--- src/rtl/image_packet_tx.sv ---
// Transmit framer for the image link: SYNC, frame ID, 16-bit length, paced payload
// and a 16-bit additive checksum, emitted one byte per strb at a fixed minimum pacing.
module image_packet_tx #(
  parameter int         PAYLOAD_LEN = 16,
  parameter int         BYTE_PERIOD = 2,
  parameter logic [7:0] SYNC_BYTE   = 8'hFF
) (
  input  logic        clk,
  input  logic        rst,
  input  logic        start,
  input  logic [7:0]  frame_id,
  input  logic [7:0]  pix_data,
  input  logic        pix_valid,
  output logic        pix_ready,
  output logic [7:0]  received_data,
  output logic        strb,
  output logic        dataRdy,
  output logic [15:0] header_image_data_checksum,
  output logic        busy,
  output logic        done
);

  localparam logic [15:0] LEN16       = 16'(PAYLOAD_LEN);
  localparam logic [7:0]  SLOT_RELOAD = 8'(BYTE_PERIOD - 1);

  // Each state names the byte most recently placed on received_data.
  typedef enum logic [2:0] {
    IDLE, SYNC, HDR_ID, HDR_LH, HDR_LL, PAYLOAD, CK_HI, CK_LO
  } state_t;

  state_t      state_reg;
  logic [7:0]  slot_reg;
  logic [7:0]  fid_reg;
  logic [15:0] count_reg;
  logic        slot_due;
  logic        pix_take;

  assign slot_due  = (slot_reg == 8'd0);
  // Payload phase starts once the low length byte has gone out.
  assign pix_ready = slot_due &&
                     ((state_reg == HDR_LL) ||
                      (state_reg == PAYLOAD && count_reg != LEN16));
  assign pix_take  = pix_ready && pix_valid;

  always_ff @(posedge clk) begin
    if (rst) begin
      state_reg                  <= IDLE;
      slot_reg                   <= 8'd0;
      fid_reg                    <= 8'd0;
      count_reg                  <= 16'd0;
      received_data              <= 8'd0;
      strb                       <= 1'b0;
      dataRdy                    <= 1'b0;
      header_image_data_checksum <= 16'd0;
      busy                       <= 1'b0;
      done                       <= 1'b0;
    end else begin
      strb <= 1'b0;
      done <= 1'b0;
      if (!slot_due) begin
        slot_reg <= slot_reg - 8'd1;
      end

      case (state_reg)
        IDLE: begin
          if (start) begin
            fid_reg                    <= frame_id;
            header_image_data_checksum <= 16'd0;
            count_reg                  <= 16'd0;
            received_data              <= SYNC_BYTE;
            strb                       <= 1'b1;
            dataRdy                    <= 1'b1;
            busy                       <= 1'b1;
            slot_reg                   <= SLOT_RELOAD;
            state_reg                  <= SYNC;
          end
        end

        SYNC: begin
          if (slot_due) begin
            received_data              <= fid_reg;
            strb                       <= 1'b1;
            slot_reg                   <= SLOT_RELOAD;
            header_image_data_checksum <= header_image_data_checksum + {8'h00, fid_reg};
            state_reg                  <= HDR_ID;
          end
        end

        HDR_ID: begin
          if (slot_due) begin
            received_data              <= LEN16[15:8];
            strb                       <= 1'b1;
            slot_reg                   <= SLOT_RELOAD;
            header_image_data_checksum <= header_image_data_checksum + {8'h00, LEN16[15:8]};
            state_reg                  <= HDR_LH;
          end
        end

        HDR_LH: begin
          if (slot_due) begin
            received_data              <= LEN16[7:0];
            strb                       <= 1'b1;
            slot_reg                   <= SLOT_RELOAD;
            header_image_data_checksum <= header_image_data_checksum + {8'h00, LEN16[7:0]};
            state_reg                  <= HDR_LL;
          end
        end

        HDR_LL, PAYLOAD: begin
          // A due slot with no valid byte simply stalls with the slot counter at 0.
          if (pix_take) begin
            received_data              <= pix_data;
            strb                       <= 1'b1;
            slot_reg                   <= SLOT_RELOAD;
            header_image_data_checksum <= header_image_data_checksum + {8'h00, pix_data};
            count_reg                  <= count_reg + 16'd1;
            state_reg                  <= PAYLOAD;
          end else if (state_reg == PAYLOAD && slot_due && count_reg == LEN16) begin
            received_data <= header_image_data_checksum[15:8];
            strb          <= 1'b1;
            slot_reg      <= SLOT_RELOAD;
            state_reg     <= CK_HI;
          end
        end

        CK_HI: begin
          if (slot_due) begin
            received_data <= header_image_data_checksum[7:0];
            strb          <= 1'b1;
            slot_reg      <= SLOT_RELOAD;
            state_reg     <= CK_LO;
          end
        end

        CK_LO: begin
          done      <= 1'b1;
          busy      <= 1'b0;
          dataRdy   <= 1'b0;
          state_reg <= IDLE;
        end

        default: state_reg <= IDLE;
      endcase
    end
  end

endmodule
--- config.mk ---
export PLATFORM = sky130hd
export DESIGN_NAME = image_packet_tx
export DESIGN_NICKNAME = d
export VERILOG_FILES = /design/src/rtl/image_packet_tx.sv
export SDC_FILE = /design/constraint.sdc
export NUM_CORES = 1
export LEC_CHECK = 0
export ABC_AREA = 1
export BUFFER_PORTS_ARGS = -buffer_cell sky130_fd_sc_hd__buf_2
export CORE_ASPECT_RATIO = 0.8
export CORE_MARGIN = 4
export CORE_UTILIZATION = 35
export CTS_BUF_LIST = sky130_fd_sc_hd__clkbuf_8
export DETAILED_ROUTE_END_ITERATION = 7
export PLACE_DENSITY = 0.49
export SLEW_MARGIN = 20
export SYNTH_ARGS = -nofsm -noshare
export SYNTH_HDL_FRONTEND = slang
export SYNTH_SLANG_ARGS = --single-unit
--- constraint.sdc ---
create_clock -name clk -period 3.75 [get_ports clk]
set_clock_uncertainty 0.15 [all_clocks]
set_input_delay 0.75 -clock clk [delete_from_list [all_inputs] [get_ports clk]]
set_output_delay 0.75 -clock clk [all_outputs]
set_load 0.02 [all_outputs]
==> run summary <==
worst skew pair latency - 360 ps
port bufs - 48
Hold WS - 353 ps
vias in the first global route - 4317
post-route cell area - 4990 sq um
Hold Fails Final Rpt - 0
setup-violating endpoint count in the final report - 0
vias per cell - 4.98
DRT antenna net count - 0
Vias - 4651
Hold Buf Count CTS - 0
largest net degree at the start of global routing - 24
main flop type after synthesis - dfxtp_1
Die Ht - 108 microns
DRC - 0
Inst Count DP - 918
gr usage total - 0.198
synth top area cells - dfxtp_1, nand2_1, nor2_1
Final TNS setup - 0 ps
Buf/Inv on CP - 0
slowest CP cell - dfxtp_1
cell mode on critical path - nand2_1
initial DRC count - 332
post-DP HPWL - 10.1 mm
core area - 12300 sq um
Ports - 49
unrepaired setup endpoints after global routing - false
maximum root-to-sink buffer count - 2
WS Path Type - reg -> reg
global-route wire length before repair - 22.6 mm
Starting Density - 0.359
Die W - 133 microns
Site Rows - 36
Worst IR Drop VDD - 0.333 mV
Top delay family on crit path - simple AND/OR/NAND/NOR gates
cell area after placement - 4770 sq um
Relative slew margins - 0.546
pwr/cell area - 817 nW/um^2
# Max-Cap Violations - 0
htree depth - 3
Min-Delay Path Class - reg -> reg
Ys Warns - 0
Post-CTS Setup Inserts - 0
post-synthesis async set-or-reset flop share - 0
Post-Syn Area - 4400 sq um
Synth Instances - 716
post-place setup slack - 814 ps
Worst Path Max Fanout - 23
ratio of cells with drive above 1 in the final layout - 0.115
Lkg Pwr - 2.37 nW
Startpoint Class - flop
Pwr Total - 4.08 mW
register area share after synthesis - 0.282
Worst-path clk slew - 80 ps
die area - 14400 sq um
Mean Syn Cell Area - 6.14 sq um
Period Utilization, post-route - 0.799
Layout Utilization - 0.407
top cell type by total area after synthesis - dfxtp_1
fin crit period - 3000 ps
Worst Tran Pin Value - 678 ps
Cell variety after synth - 40
CP Cell Sequence - nor2_1 -> nand2_1 -> nand2_2 -> nand2_1 -> o21ai_0 -> ha_1 -> fa_1 -> nand2_1 -> o21ai_0 -> nand2_1 -> nand2_1 -> a21oi_1 -> nor2_1 -> nor2_1 -> nor2_1
DR pass1 iterations - 5
RD Place Congestion - 0.938
Max Transition Viols Final - 0
final net count - 794
Final Routed Wirelength - 13.6 mm
post-cts sizing count - 0
number of synthesized flops with an enable pin - 0
Root Driver - clkbuf_8
status - finished, final reports clean
final worst setup slack - 755 ps
syn_nets - 752
gr ovfl total - 0
initial antenna violation count - 0
Yosys reg bits - 62
Critical Path AT - 3110 ps
Critical Path End Type - flop
WL/cell - 14.6 microns
Synth top area share - 0.282
CTS tree - done
clock sink count - 62
total CTS buffers - 9
required arrival time at the worst endpoint - 3860 ps
ant diodes - 0
Largest stage delay, worst path - 430 ps
Max Clk Rate - 334 MHz
Area growth syn-to-layout - 13.4%
Layout Cells excl Fill - 934
cell usage in the layout (no fill, tap or decap), types with 3 or more instances in the layout:
cell,count
nand2_1,184
nor2_1,112
inv_1,96
dfxtp_1,62
buf_2,48
nand3_1,46
o21ai_0,41
a21oi_1,35
nand3b_1,17
xor2_1,15
ha_1,15
nand4_1,11
nor3_1,10
clkbuf_8,9
o22ai_1,8
o2111ai_1,8
inv_2,6
nand2_4,4
nand2_2,3
cells in the mapped netlist (3+ instances only):
| cell type | n |
|---|---|
| nand2_1 | 184 |
| nor2_1 | 112 |
| inv_1 | 96 |
| dfxtp_1 | 62 |
| nand3_1 | 46 |
| o21ai_0 | 41 |
| a21oi_1 | 35 |
| nand3b_1 | 17 |
| ha_1 | 15 |
| xor2_1 | 15 |
| nand4_1 | 11 |
| nor3_1 | 10 |
| clkbuf_1 | 8 |
| o2111ai_1 | 8 |
| o22ai_1 | 8 |
| inv_2 | 6 |
| buf_2 | 5 |
| nand2_4 | 4 |
| nand2_2 | 3 |
layer usage:
layer,wire length [microns],global-route usage,vias up
met3,974,0.0488,13
li1,-,-,2372
met5,0,0,-
met1,7090,0.289,2093
met4,217,0.0631,0
met2,5350,0.286,173
kinds of logic after synthesis:
| logic type | Yosys count | synth area share |
|---|---|---|
| fa+ha+maj | 16 | 0.0472 |
| compound gates | 100 | 0.127 |
| flops | 62 | 0.282 |
| buf+inv | 123 | 0.112 |
| xor+xnor | 17 | 0.0338 |
| simple gates | 398 | 0.398 |
cell type report:
class	instances	area, sq um
Fill cell	1380	7260
Multi-Input combinational cell	531	2670
Sequential cell	62	1240
Inverter	104	392
Timing Repair Buffer	50	255
Tap cell	171	214
Clock buffer	9	124
Clock inverter	7	97.6
report_power, final:
| group | internal (mW) | switching (mW) | total (mW) |
|---|---|---|---|
| Clock | 0.376 | 0.310 | 0.686 |
| Sequential | 0.854 | 0.215 | 1.07 |
| Combinational | 0.755 | 1.57 | 2.32 |
| Total | 1.99 | 2.09 | 4.08 |
worst min-delay path, stage by stage (launching register included):
cell     delay [ps]
dfxtp_1         340
nand2_1          70
a21oi_1          50
worst paths after layout:
path / to / slack [ps] / from / cells past startpoint
max: header_image_data_checksum[10] / 750 / state_reg[0] / 15
min: count_reg[1] / 350 / count_reg[1] / 2
max reg2reg: header_image_data_checksum[10] / 750 / state_reg[0] / 15
min reg2reg: count_reg[1] / 350 / count_reg[1] / 2
(Power assumes the default switching activity.)
